### config.mk
export PLATFORM = sky130hd
export DESIGN_NAME = square_tone_voice
export DESIGN_NICKNAME = d
export VERILOG_FILES = /design/src/rtl/square_tone_voice_tick_divider.sv /design/src/rtl/square_tone_voice.sv
export SDC_FILE = /design/constraint.sdc
export NUM_CORES = 1
export LEC_CHECK = 0
export CORE_MARGIN = 1
export CORE_UTILIZATION = 51
export DETAILED_ROUTE_END_ITERATION = 12
export PLACE_DENSITY = 0.76
export SLEW_MARGIN = 40
export SYNTH_ARGS = -nofsm -noshare
export SYNTH_HDL_FRONTEND = slang
export SYNTH_SLANG_ARGS = --single-unit
### constraint.sdc
create_clock -name CLK -period 2.45 [get_ports CLK]
set_input_delay 0.6125 -clock CLK [delete_from_list [all_inputs] [get_ports CLK]]
set_output_delay 0.6125 -clock CLK [all_outputs]
set_load 0.005 [all_outputs]
### src/rtl/square_tone_voice_tick_divider.sv
// Purpose : free-running prescaler; emits a one-cycle tick each time the count wraps.
// Latency : TICK_OUT is registered, high for the one cycle after the edge where count==MAX.
// Flow    : no backpressure; ENABLE_IN=0 freezes the count and keeps TICK_OUT low.
//
// Ports:
//   CLK        in   clock, rising edge
//   RESET_N    in   asynchronous active-low reset (count=0, TICK_OUT=0)
//   ENABLE_IN  in   1 = count advances this clock
//   TICK_OUT   out  registered one-cycle pulse, one per MAX+1 enabled clocks
module tick_divider #(
  parameter int WIDTH = 7,
  parameter int MAX   = 127
) (
  input  logic CLK,
  input  logic RESET_N,
  input  logic ENABLE_IN,
  output logic TICK_OUT
);

  localparam logic [WIDTH-1:0] MaxCount = WIDTH'(MAX);

  logic [WIDTH-1:0] count;

  always_ff @(posedge CLK or negedge RESET_N) begin
    if (!RESET_N) begin
      count    <= '0;
      TICK_OUT <= 1'b0;
    end else if (ENABLE_IN) begin
      if (count == MaxCount) begin
        count    <= '0;
        TICK_OUT <= 1'b1;
      end else begin
        count    <= count + 1'b1;
        TICK_OUT <= 1'b0;
      end
    end else begin
      // A frozen divider must not leave a stale tick asserted.
      TICK_OUT <= 1'b0;
    end
  end

endmodule

### src/rtl/square_tone_voice.sv
// Purpose : single-voice square-wave generator; AUDIO toggles every HALF_PERIOD sample ticks.
// Latency : AUDIO changes on the edge that samples SAMPLE_TICK=1; silence clears on the next edge.
// Flow    : no backpressure; the prescaler always runs, ENABLE only gates the phase counter.
//
// Ports:
//   CLK          in   clock, rising edge
//   RESET_N      in   asynchronous active-low reset
//   ENABLE       in   1 = tone running, 0 = silence
//   HALF_PERIOD  in   half period in sample ticks; 0 = silence
//   AUDIO        out  registered square wave
//   SAMPLE_TICK  out  registered prescaler tick, one cycle every SAMPLE_DIV_MAX+1 clocks
module square_tone_voice #(
  parameter int SAMPLE_DIV_WIDTH = 7,
  parameter int SAMPLE_DIV_MAX   = 127,
  parameter int PERIOD_WIDTH     = 16
) (
  input  logic                    CLK,
  input  logic                    RESET_N,
  input  logic                    ENABLE,
  input  logic [PERIOD_WIDTH-1:0] HALF_PERIOD,
  output logic                    AUDIO,
  output logic                    SAMPLE_TICK
);

  logic                    sampleTick;
  logic                    silent;
  logic [PERIOD_WIDTH-1:0] lastPhase;
  logic [PERIOD_WIDTH-1:0] phase;
  logic [PERIOD_WIDTH-1:0] phaseNext;
  logic                    audioNext;

  // Divider is exported so the sequencer can share the same sample rate.
  tick_divider #(
    .WIDTH (SAMPLE_DIV_WIDTH),
    .MAX   (SAMPLE_DIV_MAX)
  ) sampleDiv (
    .CLK       (CLK),
    .RESET_N   (RESET_N),
    .ENABLE_IN (1'b1),
    .TICK_OUT  (sampleTick)
  );

  assign SAMPLE_TICK = sampleTick;

  assign silent = !ENABLE || (HALF_PERIOD == '0);

  // HALF_PERIOD-1 only matters when HALF_PERIOD is nonzero, so it never underflows.
  assign lastPhase = silent ? '0 : (HALF_PERIOD - 1'b1);

  always_comb begin
    phaseNext = phase;
    audioNext = AUDIO;
    if (silent) begin
      phaseNext = '0;
      audioNext = 1'b0;
    end else if (sampleTick) begin
      // >= rather than == so a shortened HALF_PERIOD mid-period toggles on the
      // next tick instead of letting phase run all the way around.
      if (phase >= lastPhase) begin
        phaseNext = '0;
        audioNext = ~AUDIO;
      end else begin
        phaseNext = phase + 1'b1;
      end
    end
  end

  always_ff @(posedge CLK or negedge RESET_N) begin
    if (!RESET_N) begin
      phase <= '0;
      AUDIO <= 1'b0;
    end else begin
      phase <= phaseNext;
      AUDIO <= audioNext;
    end
  end

endmodule

==> out/metrics.cfg <==
[routing]
drc=0
wl_per_cell_microns=19.62
viasPerCell=6.184
vias=2115
firstDrtPassIters=4
drtIter0Drc=170
routed_wl_microns=6710
ant_nets=0

[yosys]
synth.area.top_cells=dfrtp_1 (32%), ha_1 (12%), nand2_1 (6.3%)
syn_area_per_cell_sq_um=8.687
synth-edff-count=0
synth_most_common_cell=nand2_1
synth_commonest_cells=nand2_1 (33), dfrtp_1 (25), a21oi_1 (20)
yosysWarnings=0
syn-num-nets=265
synth-seq-area-share_pct=31.73
yosys.area.top_type=dfrtp_1
synth_top_cell_area_share_pct=31.73
ys.flop_type=dfrtp_1
netlist_area_sq_um=1972
ys_async_sr_fraction_pct=100.0
netlist_instances=227
synth.lib_cells_used.distinct=40
ys_ff_latch=25

[setup_path]
r2r_start=phase[8]
startpoint=HALF_PERIOD[7]
crit_fanout=7
cp-end-kind=flip-flop
r2r_slack_ns=-0.04
path_class=in -> reg
crit_end=AUDIO
required_ns=2.63
cp_data_arrival_time_ns=3.91
cp-start-kind=primary input
regToRegEndpoint=AUDIO
r2r_cells=6

[timing]
max-slew-margin-rel_pct=65.89
period_minus_slack_ns=3.728
maxSlewViolCount=0
tightest_slew_ns=0.5094
clock_skew_ns=0.007473
report.final.setup_viol=17
period_share_pct=152.1
max_freq_ghz=0.2683
rsz0062_at_grt=yes
finalWorstSetupSlack_ns=-1.278
hold_ws_ns=0.4717
finalSetupTns_ns=-21.28
final_hold_viol_count=0

[cts]
cts.sinks=25
clk_pin_slew_ns=0.09
cts_hold_buf=0
clock_latency_ns=0.28
cts_tree=yes
cts.htree.levels=1
cts_buffers=3
cts.path.max_buffers=2
cts_root_buffer=clkbuf_8

[global_route]
first_global_vias=2133
grt_max_degree=26
grt_pass1_wl_microns=9411
grt_overflow=0
grt_most_used_layer=met2
use_met3_pct=4.286
grt_util_met2_pct=53.72
grt_usage_pct=29.41
grt.met1_usage_pct=35.75
antenna_found_initial=0

[status]
status=finished, violations left
violations=setup timing

[placement]
place_ws_ns=-1.779
dp_hpwl_microns=3872
portBuffers=20
gp_congestion=0.8724
dpl.cell_count=327

[floorplanning]
die_x_microns=64.18
die-area_sq_um=4119
rows=22
top_level_ports=21
core_sq_um=3689
start_util_pct=53.46
die_h_microns=64.18

[run]
max_cap_violations=0

[power]
max-vdd-ir-drop_v=0.0003414
p_leak_nw=1.238
p_per_area_nw_per_um2=325.8
fin_total_pwr_w=0.0009760

[final_layout]
diodes=0
area_growth_syn_to_layout_pct=51.90
drive_gt1_share_pct=40.82
nets=333
instances_no_fill=342

[min_path]
hold_class=reg -> reg

==> critical path, cell delays in order <==
cell and delay, ns:
buf_6 0.10, or4_4 0.57, or4_4 0.59, and2_4 0.21
buf_6 0.13, nand2_2 0.07, ha_4 0.13, nand2_1 0.08
or4_1 0.51, o32a_1 0.41, a21oi_4 0.22, mux2i_1 0.28
==> logic make-up (layout without fill, tap and decap cells) <==
family / Yosys count / count (layout) / share of synthesized area, %
adders and majority gates: 19 / 19 / 12.06
and+or+nand+nor: 103 / 104 / 27.03
xor gates and xnor gates: 26 / 26 / 11.55
buffers and inverters: 12 / 78 / 2.727
AOI/OAI and AO/OA: 41 / 41 / 14.40
DFF: 25 / 25 / 31.73
muxes: 1 / 1 / 0.5076
==> final cells by class <==
class                   count  area (sq um)
repair buffers             69         555.5
fillers                   230         693.2
well taps                  48         60.06
clock inverters             1         7.507
flip-flops and latches     25         625.6
clock buffers               3         41.29
inverters                   5         18.77
multi-input cells         191          1687
==> cell usage in the layout, fill, tap and decap left out, drive strengths merged, types with 2 or more instances in the layout <==
cell           instances
nand4                  8
and2                   4
or3                    2
or4                    6
and3                   4
o21a                   4
clkdlybuf4s15          2
o211ai                 4
o21ai                  4
nand2                 33
a211oi                 3
clkdlybuf4s50          4
nand2b                 4
a2111oi                2
xnor2                 13
buf                   57
ha                    19
nand3                  8
dfrtp                 25
inv                    4
nor2                  11
nor3                  14
nor2b                  2
a21oi                 20
nor4                   5
xor2                  13
clkbuf                 5
dlygate4sd2            4
==> through the flow <==
stage / instance area (sq um) / utilization, %
after floorplan: 2071 / -
after global placement: 2555 / 69.27
after detailed placement: 2555 / 69.27
after CTS: 2778 / 75.31
after global routing: 2995 / 81.21
final: 2995 / 81.21
==> worst min path at each step <==
stage | startpoint | depth (start not counted) | slack, ns | end
5_1_grt | sampleDiv.count[0] | 1 | 0.50 | sampleDiv.count[0]
3_3_place_gp | sampleDiv.count[0] | 1 | 0.44 | sampleDiv.count[0]
6_report | sampleDiv.count[0] | 1 | 0.47 | sampleDiv.count[0]
4_1_cts | sampleDiv.count[0] | 1 | 0.48 | sampleDiv.count[0]
2_1_floorplan | RESET_N | 0 | 0.32 | AUDIO
3_5_place_dp | sampleDiv.count[0] | 1 | 0.47 | sampleDiv.count[0]
==> power breakdown <==
part | leakage [nW] | internal, W | total (W) | switching (W)
clock | 0.0217 | 0.000116 | 0.000256 | 0.000140
sequential | 0.334 | 0.000419 | 0.000432 | 0.0000130
combinational | 0.882 | 0.000141 | 0.000288 | 0.000147
total | 1.24 | 0.000676 | 0.000976 | 0.000300
==> per-layer routing <==
layer	part of all wire, %	vias up
li1	-	957
met1	39	1028
met2	49	94
met3	6.6	36
met4	5.6	0
met5	0	-
==> state kept, by name (all words and copies together), names as in the netlist <==
register            count
phase                  16
sampleDiv.count         7
sampleDiv.TICK_OUT      1
AUDIO                   1
==> timing repair <==
item / CTS / global route
gates cloned: 1 / 0
endpoints found under the setup margin: 17 / 17
pin swaps: 22 / 18
resized for setup: 70 / 39
setup buffers: 9 / 3
Power figures use the tool's default switching activity.
